--- src/rtl/wsp_pkg.sv ---
// Shared encodings for the IEEE 1500 wrapper serial port initiator.
package wsp_pkg;
    localparam int WIR_LEN_D = 3;
    localparam int DR_MAX_D  = 20;
    localparam int LEN_W_D   = 5;

    localparam logic [1:0] OP_WRESET   = 2'd0;
    localparam logic [1:0] OP_LOAD_WIR = 2'd1;
    localparam logic [1:0] OP_SCAN_DR  = 2'd2;
    localparam logic [1:0] OP_RSVD     = 2'd3;

    typedef enum logic [2:0] {
        S_IDLE, S_WRST, S_CAPT, S_SHIFT, S_UPD, S_DONE
    } state_t;
endpackage

--- src/rtl/wsp_if.sv ---
// Sequencer command/response channel plus the wrapper serial port pins.
interface wsp_if #(parameter int DR_MAX = 20, parameter int LEN_W = 5);
    logic              cmd_valid;
    logic              cmd_ready;
    logic [1:0]        cmd_op;
    logic [LEN_W-1:0]  cmd_len;
    logic [DR_MAX-1:0] cmd_data;
    logic              rsp_valid;
    logic [DR_MAX-1:0] rsp_data;
    logic              WRSTN;
    logic              SelectWIR;
    logic              CaptureWR;
    logic              ShiftWR;
    logic              UpdateWR;
    logic              WSI;
    logic              WSO;

    modport master (
        input  cmd_valid, cmd_op, cmd_len, cmd_data, WSO,
        output cmd_ready, rsp_valid, rsp_data,
               WRSTN, SelectWIR, CaptureWR, ShiftWR, UpdateWR, WSI
    );
    modport slave (
        output cmd_valid, cmd_op, cmd_len, cmd_data, WSO,
        input  cmd_ready, rsp_valid, rsp_data,
               WRSTN, SelectWIR, CaptureWR, ShiftWR, UpdateWR, WSI
    );
endinterface

--- src/rtl/wsp_shift_reg.sv ---
// Holds the shift-in data and collects WSO bits; the FSM supplies bit positions.
module wsp_shift_reg #(
    parameter int DR_MAX = 20,
    parameter int LEN_W  = 5
) (
    input  logic              i_clk,
    input  logic              i_rst,
    input  logic              i_load,
    input  logic [DR_MAX-1:0] i_data,
    input  logic              i_cap_en,
    input  logic [LEN_W-1:0]  i_cap_idx,
    input  logic              i_wso,
    input  logic [LEN_W-1:0]  i_out_idx,
    output logic              o_bit,
    output logic [DR_MAX-1:0] o_cap
);
    logic [DR_MAX-1:0] r_data;
    logic [DR_MAX-1:0] r_cap;

    // Capture buffer clears on load so bits beyond the scan length read as 0.
    always_ff @(posedge i_clk or posedge i_rst) begin
        if (i_rst) begin
            r_data <= '0;
            r_cap  <= '0;
        end else if (i_load) begin
            r_data <= i_data;
            r_cap  <= '0;
        end else if (i_cap_en) begin
            r_cap[i_cap_idx] <= i_wso;
        end
    end

    assign o_bit = r_data[i_out_idx];
    assign o_cap = r_cap;
endmodule

--- src/rtl/wsp_master.sv ---
// WSP initiator: turns sequencer commands into WSC/WSI sequences and gathers WSO.
module wsp_master
    import wsp_pkg::*;
#(
    parameter int WIR_LEN = WIR_LEN_D,
    parameter int DR_MAX  = DR_MAX_D,
    parameter int LEN_W   = LEN_W_D
) (
    input logic   CK,
    input logic   RST,
    wsp_if.master bus
);
    state_t            r_state, w_state_nxt;
    logic [1:0]        r_op, w_op_nxt;
    logic [LEN_W-1:0]  r_len, w_len_nxt, r_cnt, w_cnt_nxt, w_len_eff;
    logic              w_accept, w_load, w_cap_en, w_bit, w_wsc;
    logic [DR_MAX-1:0] w_cap;
    logic              r_cmd_ready, r_rsp_valid, r_wrstn, r_sel, r_capt, r_shift, r_upd, r_wsi;
    logic [DR_MAX-1:0] r_rsp_data;

    assign w_accept = (r_state == S_IDLE) && r_cmd_ready && bus.cmd_valid;

    always_comb begin
        w_len_eff = '0;
        case (bus.cmd_op)
            OP_LOAD_WIR: w_len_eff = LEN_W'(WIR_LEN);
            OP_SCAN_DR:  w_len_eff = (bus.cmd_len > LEN_W'(DR_MAX)) ? LEN_W'(DR_MAX) : bus.cmd_len;
            default:     w_len_eff = '0;
        endcase
    end

    always_comb begin
        w_state_nxt = r_state;
        w_op_nxt    = r_op;
        w_len_nxt   = r_len;
        w_cnt_nxt   = r_cnt;
        w_load      = 1'b0;
        w_cap_en    = 1'b0;
        case (r_state)
            S_IDLE: if (w_accept) begin
                w_load      = 1'b1;
                w_op_nxt    = bus.cmd_op;
                w_len_nxt   = w_len_eff;
                w_cnt_nxt   = '0;
                w_state_nxt = (bus.cmd_op == OP_WRESET) ? S_WRST : S_CAPT;
            end
            S_WRST: begin
                if (r_cnt == LEN_W'(1)) w_state_nxt = S_DONE;
                else                    w_cnt_nxt   = r_cnt + LEN_W'(1);
            end
            S_CAPT: begin
                w_cnt_nxt   = '0;
                w_state_nxt = (r_len == '0) ? S_UPD : S_SHIFT;
            end
            S_SHIFT: begin
                // WSO for bit r_cnt is taken at the edge closing this shift cycle.
                w_cap_en = 1'b1;
                if (r_cnt == r_len - LEN_W'(1)) w_state_nxt = S_UPD;
                else                            w_cnt_nxt   = r_cnt + LEN_W'(1);
            end
            S_UPD:   w_state_nxt = S_DONE;
            S_DONE:  w_state_nxt = S_IDLE;
            default: w_state_nxt = S_IDLE;
        endcase
    end

    assign w_wsc = w_state_nxt inside {S_CAPT, S_SHIFT, S_UPD};

    // Outputs are decoded from the next state so every pin comes straight off a flop.
    always_ff @(posedge CK or posedge RST) begin
        if (RST) begin
            r_state     <= S_IDLE;
            r_op        <= OP_WRESET;
            r_len       <= '0;
            r_cnt       <= '0;
            r_cmd_ready <= 1'b0;
            r_rsp_valid <= 1'b0;
            r_rsp_data  <= '0;
            r_wrstn     <= 1'b0;
            r_sel       <= 1'b0;
            r_capt      <= 1'b0;
            r_shift     <= 1'b0;
            r_upd       <= 1'b0;
            r_wsi       <= 1'b0;
        end else begin
            r_state     <= w_state_nxt;
            r_op        <= w_op_nxt;
            r_len       <= w_len_nxt;
            r_cnt       <= w_cnt_nxt;
            r_cmd_ready <= (w_state_nxt == S_IDLE);
            r_rsp_valid <= (w_state_nxt == S_DONE);
            r_wrstn     <= (w_state_nxt != S_WRST);
            r_sel       <= w_wsc && (w_op_nxt == OP_LOAD_WIR);
            r_capt      <= (w_state_nxt == S_CAPT);
            r_shift     <= (w_state_nxt == S_SHIFT);
            r_upd       <= (w_state_nxt == S_UPD);
            r_wsi       <= (w_state_nxt == S_SHIFT) && w_bit;
            if (w_state_nxt == S_DONE) r_rsp_data <= w_cap;
        end
    end

    wsp_shift_reg #(.DR_MAX(DR_MAX), .LEN_W(LEN_W)) u_sr (
        .i_clk     (CK),
        .i_rst     (RST),
        .i_load    (w_load),
        .i_data    (bus.cmd_data),
        .i_cap_en  (w_cap_en),
        .i_cap_idx (r_cnt),
        .i_wso     (bus.WSO),
        .i_out_idx (w_cnt_nxt),
        .o_bit     (w_bit),
        .o_cap     (w_cap)
    );

    assign bus.cmd_ready = r_cmd_ready;
    assign bus.rsp_valid = r_rsp_valid;
    assign bus.rsp_data  = r_rsp_data;
    assign bus.WRSTN     = r_wrstn;
    assign bus.SelectWIR = r_sel;
    assign bus.CaptureWR = r_capt;
    assign bus.ShiftWR   = r_shift;
    assign bus.UpdateWR  = r_upd;
    assign bus.WSI       = r_wsi;
endmodule
--- src/flat_wrapper.sv ---
// flat-port wrapper written by rule: the top's interface ports become plain ports
module wsp_master_flat import wsp_pkg::*;
#(
    parameter int WIR_LEN = WIR_LEN_D,
    parameter int DR_MAX  = DR_MAX_D,
    parameter int LEN_W   = LEN_W_D
)
  (CK, RST, bus_cmd_valid, bus_cmd_op, bus_cmd_len, bus_cmd_data, bus_WSO, bus_cmd_ready, bus_rsp_valid, bus_rsp_data, bus_WRSTN, bus_SelectWIR, bus_CaptureWR, bus_ShiftWR, bus_UpdateWR, bus_WSI);
  wsp_if #(.DR_MAX(DR_MAX), .LEN_W(LEN_W)) bus_i ();
  input logic CK;
  input logic RST;
  input wire logic [$bits(bus_i.cmd_valid)-1:0] bus_cmd_valid;
  input wire logic [$bits(bus_i.cmd_op)-1:0] bus_cmd_op;
  input wire logic [$bits(bus_i.cmd_len)-1:0] bus_cmd_len;
  input wire logic [$bits(bus_i.cmd_data)-1:0] bus_cmd_data;
  input wire logic [$bits(bus_i.WSO)-1:0] bus_WSO;
  output wire logic [$bits(bus_i.cmd_ready)-1:0] bus_cmd_ready;
  output wire logic [$bits(bus_i.rsp_valid)-1:0] bus_rsp_valid;
  output wire logic [$bits(bus_i.rsp_data)-1:0] bus_rsp_data;
  output wire logic [$bits(bus_i.WRSTN)-1:0] bus_WRSTN;
  output wire logic [$bits(bus_i.SelectWIR)-1:0] bus_SelectWIR;
  output wire logic [$bits(bus_i.CaptureWR)-1:0] bus_CaptureWR;
  output wire logic [$bits(bus_i.ShiftWR)-1:0] bus_ShiftWR;
  output wire logic [$bits(bus_i.UpdateWR)-1:0] bus_UpdateWR;
  output wire logic [$bits(bus_i.WSI)-1:0] bus_WSI;
  assign bus_i.cmd_valid = bus_cmd_valid;
  assign bus_i.cmd_op = bus_cmd_op;
  assign bus_i.cmd_len = bus_cmd_len;
  assign bus_i.cmd_data = bus_cmd_data;
  assign bus_i.WSO = bus_WSO;
  assign bus_cmd_ready = bus_i.cmd_ready;
  assign bus_rsp_valid = bus_i.rsp_valid;
  assign bus_rsp_data = bus_i.rsp_data;
  assign bus_WRSTN = bus_i.WRSTN;
  assign bus_SelectWIR = bus_i.SelectWIR;
  assign bus_CaptureWR = bus_i.CaptureWR;
  assign bus_ShiftWR = bus_i.ShiftWR;
  assign bus_UpdateWR = bus_i.UpdateWR;
  assign bus_WSI = bus_i.WSI;
  wsp_master #(.WIR_LEN(WIR_LEN), .DR_MAX(DR_MAX), .LEN_W(LEN_W)) u_core (.CK(CK), .RST(RST), .bus(bus_i));
endmodule
--- config.mk ---
export PLATFORM = sky130hd
export DESIGN_NAME = wsp_master_flat
export DESIGN_NICKNAME = d
export VERILOG_FILES = /design/src/rtl/wsp_pkg.sv /design/src/rtl/wsp_if.sv /design/src/rtl/wsp_shift_reg.sv /design/src/rtl/wsp_master.sv /design/src/flat_wrapper.sv
export SDC_FILE = /design/constraint.sdc
export NUM_CORES = 1
export LEC_CHECK = 0
export ABC_AREA = 1
export ABC_CLOCK_PERIOD_IN_PS = 3100
export BUFFER_PORTS_ARGS = -buffer_cell sky130_fd_sc_hd__buf_4
export CORE_ASPECT_RATIO = 0.9
export CORE_MARGIN = 2
export CORE_UTILIZATION = 55
export CTS_CLUSTER_DIAMETER = 30
export DETAILED_ROUTE_END_ITERATION = 10
export PLACE_DENSITY_LB_ADDON = 0.1
export SYNTH_ARGS = -nofsm -noshare
export SYNTH_HDL_FRONTEND = slang
export SYNTH_SLANG_ARGS = --single-unit
--- constraint.sdc ---
create_clock -name CK -period 3.1 [get_ports CK]
set_clock_uncertainty 0.15 [all_clocks]
set_input_delay 0.155 -clock CK [delete_from_list [all_inputs] [get_ports CK]]
set_output_delay 0.155 -clock CK [all_outputs]
set_load 0.005 [all_outputs]
==> impl_metrics.py <==
metrics = {
    "run_status": {
        "status": "completed",
    },
    "hold_path": {
        "hold_class": "in -> reg",
        "min_delay_path_depth": 3,
        "hold_start": "bus_cmd_op[0]",
        "hold_end": "u_core.r_op[0]",
    },
    "critical_path": {
        "path_common_cell": "nand2_1",
        "crit_arrival_ns": 2.65,
        "cp-end-kind": "flop",
        "r2r_cells": 15,
        "critPathKind": "reg -> reg",
        "r2r-end": "u_core.bus.WSI",
        "cpPeakStageDelay_ns": 0.38,
        "r2r_setup_slack_ns": 0.55,
        "r2r-start": "u_core.r_len[0]",
        "path_cells": "inv_1 -> ha_1 -> nand3_1 -> nand3_1 -> nand2_1 -> nand3_1 -> nand3_2 -> nand2_1 -> nand2_1 -> nand2_1 -> nand3_1 -> nand2_1 -> nand2_1 -> a21oi_1 -> nor2_1",
        "cp-start-kind": "flop",
        "required_ns": 3.20,
        "slowest_stage": "dfrtp_1",
        "crit_path_max_fanout": 11,
    },
    "power": {
        "max-vdd-ir-drop_mv": 0.534,
        "finalPower_mw": 4.36,
        "cellPowerDensity_nw_per_um2": 883,
        "cellLeakagePower_nw": 2.59,
    },
    "routing": {
        "vias": 3436,
        "vias_per_cell": 5.19,
        "drt_wl_total_um": 8590,
        "route.detailed.wl_per_inst_um": 13.0,
        "drc": 0,
        "antenna_left": 0,
        "firstDrtPassIters": 5,
        "drtIter0Drc": 158,
    },
    "sta": {
        "setup_viol": 0,
        "fin_setup_tns_ns": 0,
        "fin_worst_hold_slack_ns": 0.0223,
        "rsz0062_at_grt": "false",
        "fin_crit_sh_pct": 82.4,
        "tightest_slew_ns": 0.810,
        "hold_viol": 0,
        "min_period_ns": 2.55,
        "layout_setup_ws_ns": 0.546,
        "slew-limit-headroom_pct": 45.6,
        "slew_violations": 0,
        "max_freq_ghz": 0.392,
    },
    "global_routing": {
        "grt_max_degree": 49,
        "grt.overflow.total": 0,
        "grt_first_pass_wirelength_um": 15000,
        "antenna_found_initial": 0,
        "grt_pass1_vias": 3309,
        "track_usage_pct": 24.0,
    },
    "place": {
        "dp_hpwl_um": 5800,
        "gp_congestion": 0.913,
        "post_dp_cell_area_um2": 4450,
        "dp_cells": 619,
        "port_buffers": 58,
        "dp_slack_ns": 0.599,
    },
    "floorplanning": {
        "core-area_um2": 7000,
        "rows": 29,
        "die_area_um2": 7870,
        "die_w_um": 93.3,
        "top_level_ports": 59,
        "start_util_pct": 56.4,
        "dieHeight_um": 84.4,
    },
    "clocking": {
        "cts_tree": "yes",
        "cts.sinks": 83,
        "cts_buffer_depth": 2,
        "cts_setup_buffers": 0,
        "cts_max_level": 3,
        "clkTransAtPathRegs_ns": 0.09,
        "clock_latency_ns": 0.36,
        "numCtsBuffers": 9,
        "root_buffer": "clkbuf_8",
    },
    "synth": {
        "synth_area_leaders": "dfrtp_1 53%, nand2_1 16%, nand3_1 5.7%, inv_1 4.6%, a311oi_1 3.5%",
        "synth-edff-count": 0,
        "syn_avg_cell_area_um2": 8.28,
        "yosysUniqueCellTypes": 31,
        "synth_ff_type": "dfrtp_1",
        "synth_top_cell_area_share_pct": 52.6,
        "yosysSeqAreaShare_pct": 52.6,
        "yosysWarnings": 0,
        "synthCells": 477,
        "yosysMostFrequentCell": "nand2_1",
        "ys_seq_elements": 83,
        "synth_common_cells": "169 x nand2_1, 83 x dfrtp_1, 48 x inv_1, 45 x nand3_1",
        "async_flop_share_pct": 100,
        "syn-cell-area_um2": 3950,
        "synth_fp_nets": 516,
        "synth_largest_area_cell": "dfrtp_1",
    },
    "cells_and_area": {
        "fin_util_pct": 70.4,
        "layoutNonFillerInstCount": 662,
        "antenna_cells": 0,
        "area_growth_pct": 24.9,
        "final_nets": 603,
        "drive_gt1_share_pct": 16.5,
        "fin_area_um2": 4930,
    },
    "flow_run": {
        "max_cap_violations": 0,
    },
}
per-layer routing:
layer | part of all wire (%) | wire, um | global-route usage [%] | vias up
met5 | 0 | 0 | 0 | -
met4 | 1.5 | 127 | 8.16 | 0
met3 | 4.6 | 398 | 4.67 | 17
met2 | 49 | 4190 | 41.2 | 91
met1 | 45 | 3870 | 30.4 | 1602
li1 | - | - | - | 1726
logic make-up (layout without fill, tap and decap cells):
kind of cell | after synthesis | after routing | share of synthesized area, %
xor+xnor | 1 | 1 | 0.222
simple gates | 254 | 254 | 27.3
fa+ha+maj | 8 | 8 | 2.54
flops | 83 | 83 | 52.6
buf+inv | 66 | 158 | 7.07
compound gates | 65 | 65 | 10.3
repair_timing:
action,in CTS,in global routing
hold buffers,27,0
endpoints found under the hold margin,62,0
gates resized for setup,0,0
cells in the final DEF (no fill, tap or decap), drive strengths merged, types with 3 or more instances in the layout:
master,instances
clkinv,4
nor2,24
ha,8
o22ai,4
buf,63
a31oi,3
clkbuf,9
a21oi,22
nor3,7
a311oi,16
dlygate4sd3,27
nand3,46
nand2,175
o21ai,17
inv,53
dfrtp,83
area by class of cell:
| type | count | area [um^2] |
|---|---|---|
| flip-flops and latches | 83 | 2080 |
| fillers | 577 | 2070 |
| multi-input cells | 328 | 1590 |
| repair buffers | 90 | 743 |
| inverters | 52 | 196 |
| clock buffers | 9 | 124 |
| well taps | 93 | 116 |
| clock inverters | 7 | 83.8 |
power by group:
group	total, mW	internal, mW	switching [mW]
registers	1.74	1.50	0.244
clock network	0.812	0.386	0.426
logic	1.80	0.729	1.07
state kept, by name, indices dropped and copies added, names as in the netlist:
name,cells
u_core.r_op,2
u_core.bus.rsp_valid,1
u_core.r_len,5
u_core.bus.CaptureWR,1
u_core.bus.WRSTN,1
u_core.bus.WSI,1
u_core.r_state,3
u_core.bus.rsp_data,20
u_core.u_sr.r_data,20
u_core.u_sr.o_cap,20
u_core.r_cnt,5
u_core.bus.ShiftWR,1
u_core.bus.cmd_ready,1
u_core.bus.UpdateWR,1
u_core.bus.SelectWIR,1
how the worst max path moves through the flow:
stage / from / end / cells after the start
floorplan: RST / u_core.bus.CaptureWR / 1
global placement: u_core.r_len[0] / u_core.bus.WSI / 15
detailed placement: u_core.r_len[0] / u_core.bus.WSI / 18
CTS: u_core.r_len[0] / u_core.bus.WSI / 15
global route: u_core.r_len[0] / u_core.bus.WSI / 17
finish: u_core.r_len[0] / u_core.bus.WSI / 15
worst max-delay path, delay by kind of cell, from the launching register on:
family	cells	cell delay, ns
buffers and inverters	1	0.11
and+or+nand+nor	12	1.43
adders and majority gates	1	0.21
AOI/OAI and AO/OA	1	0.15
DFF	1	0.38
No activity file was read; power rests on OpenSTA's default activity.
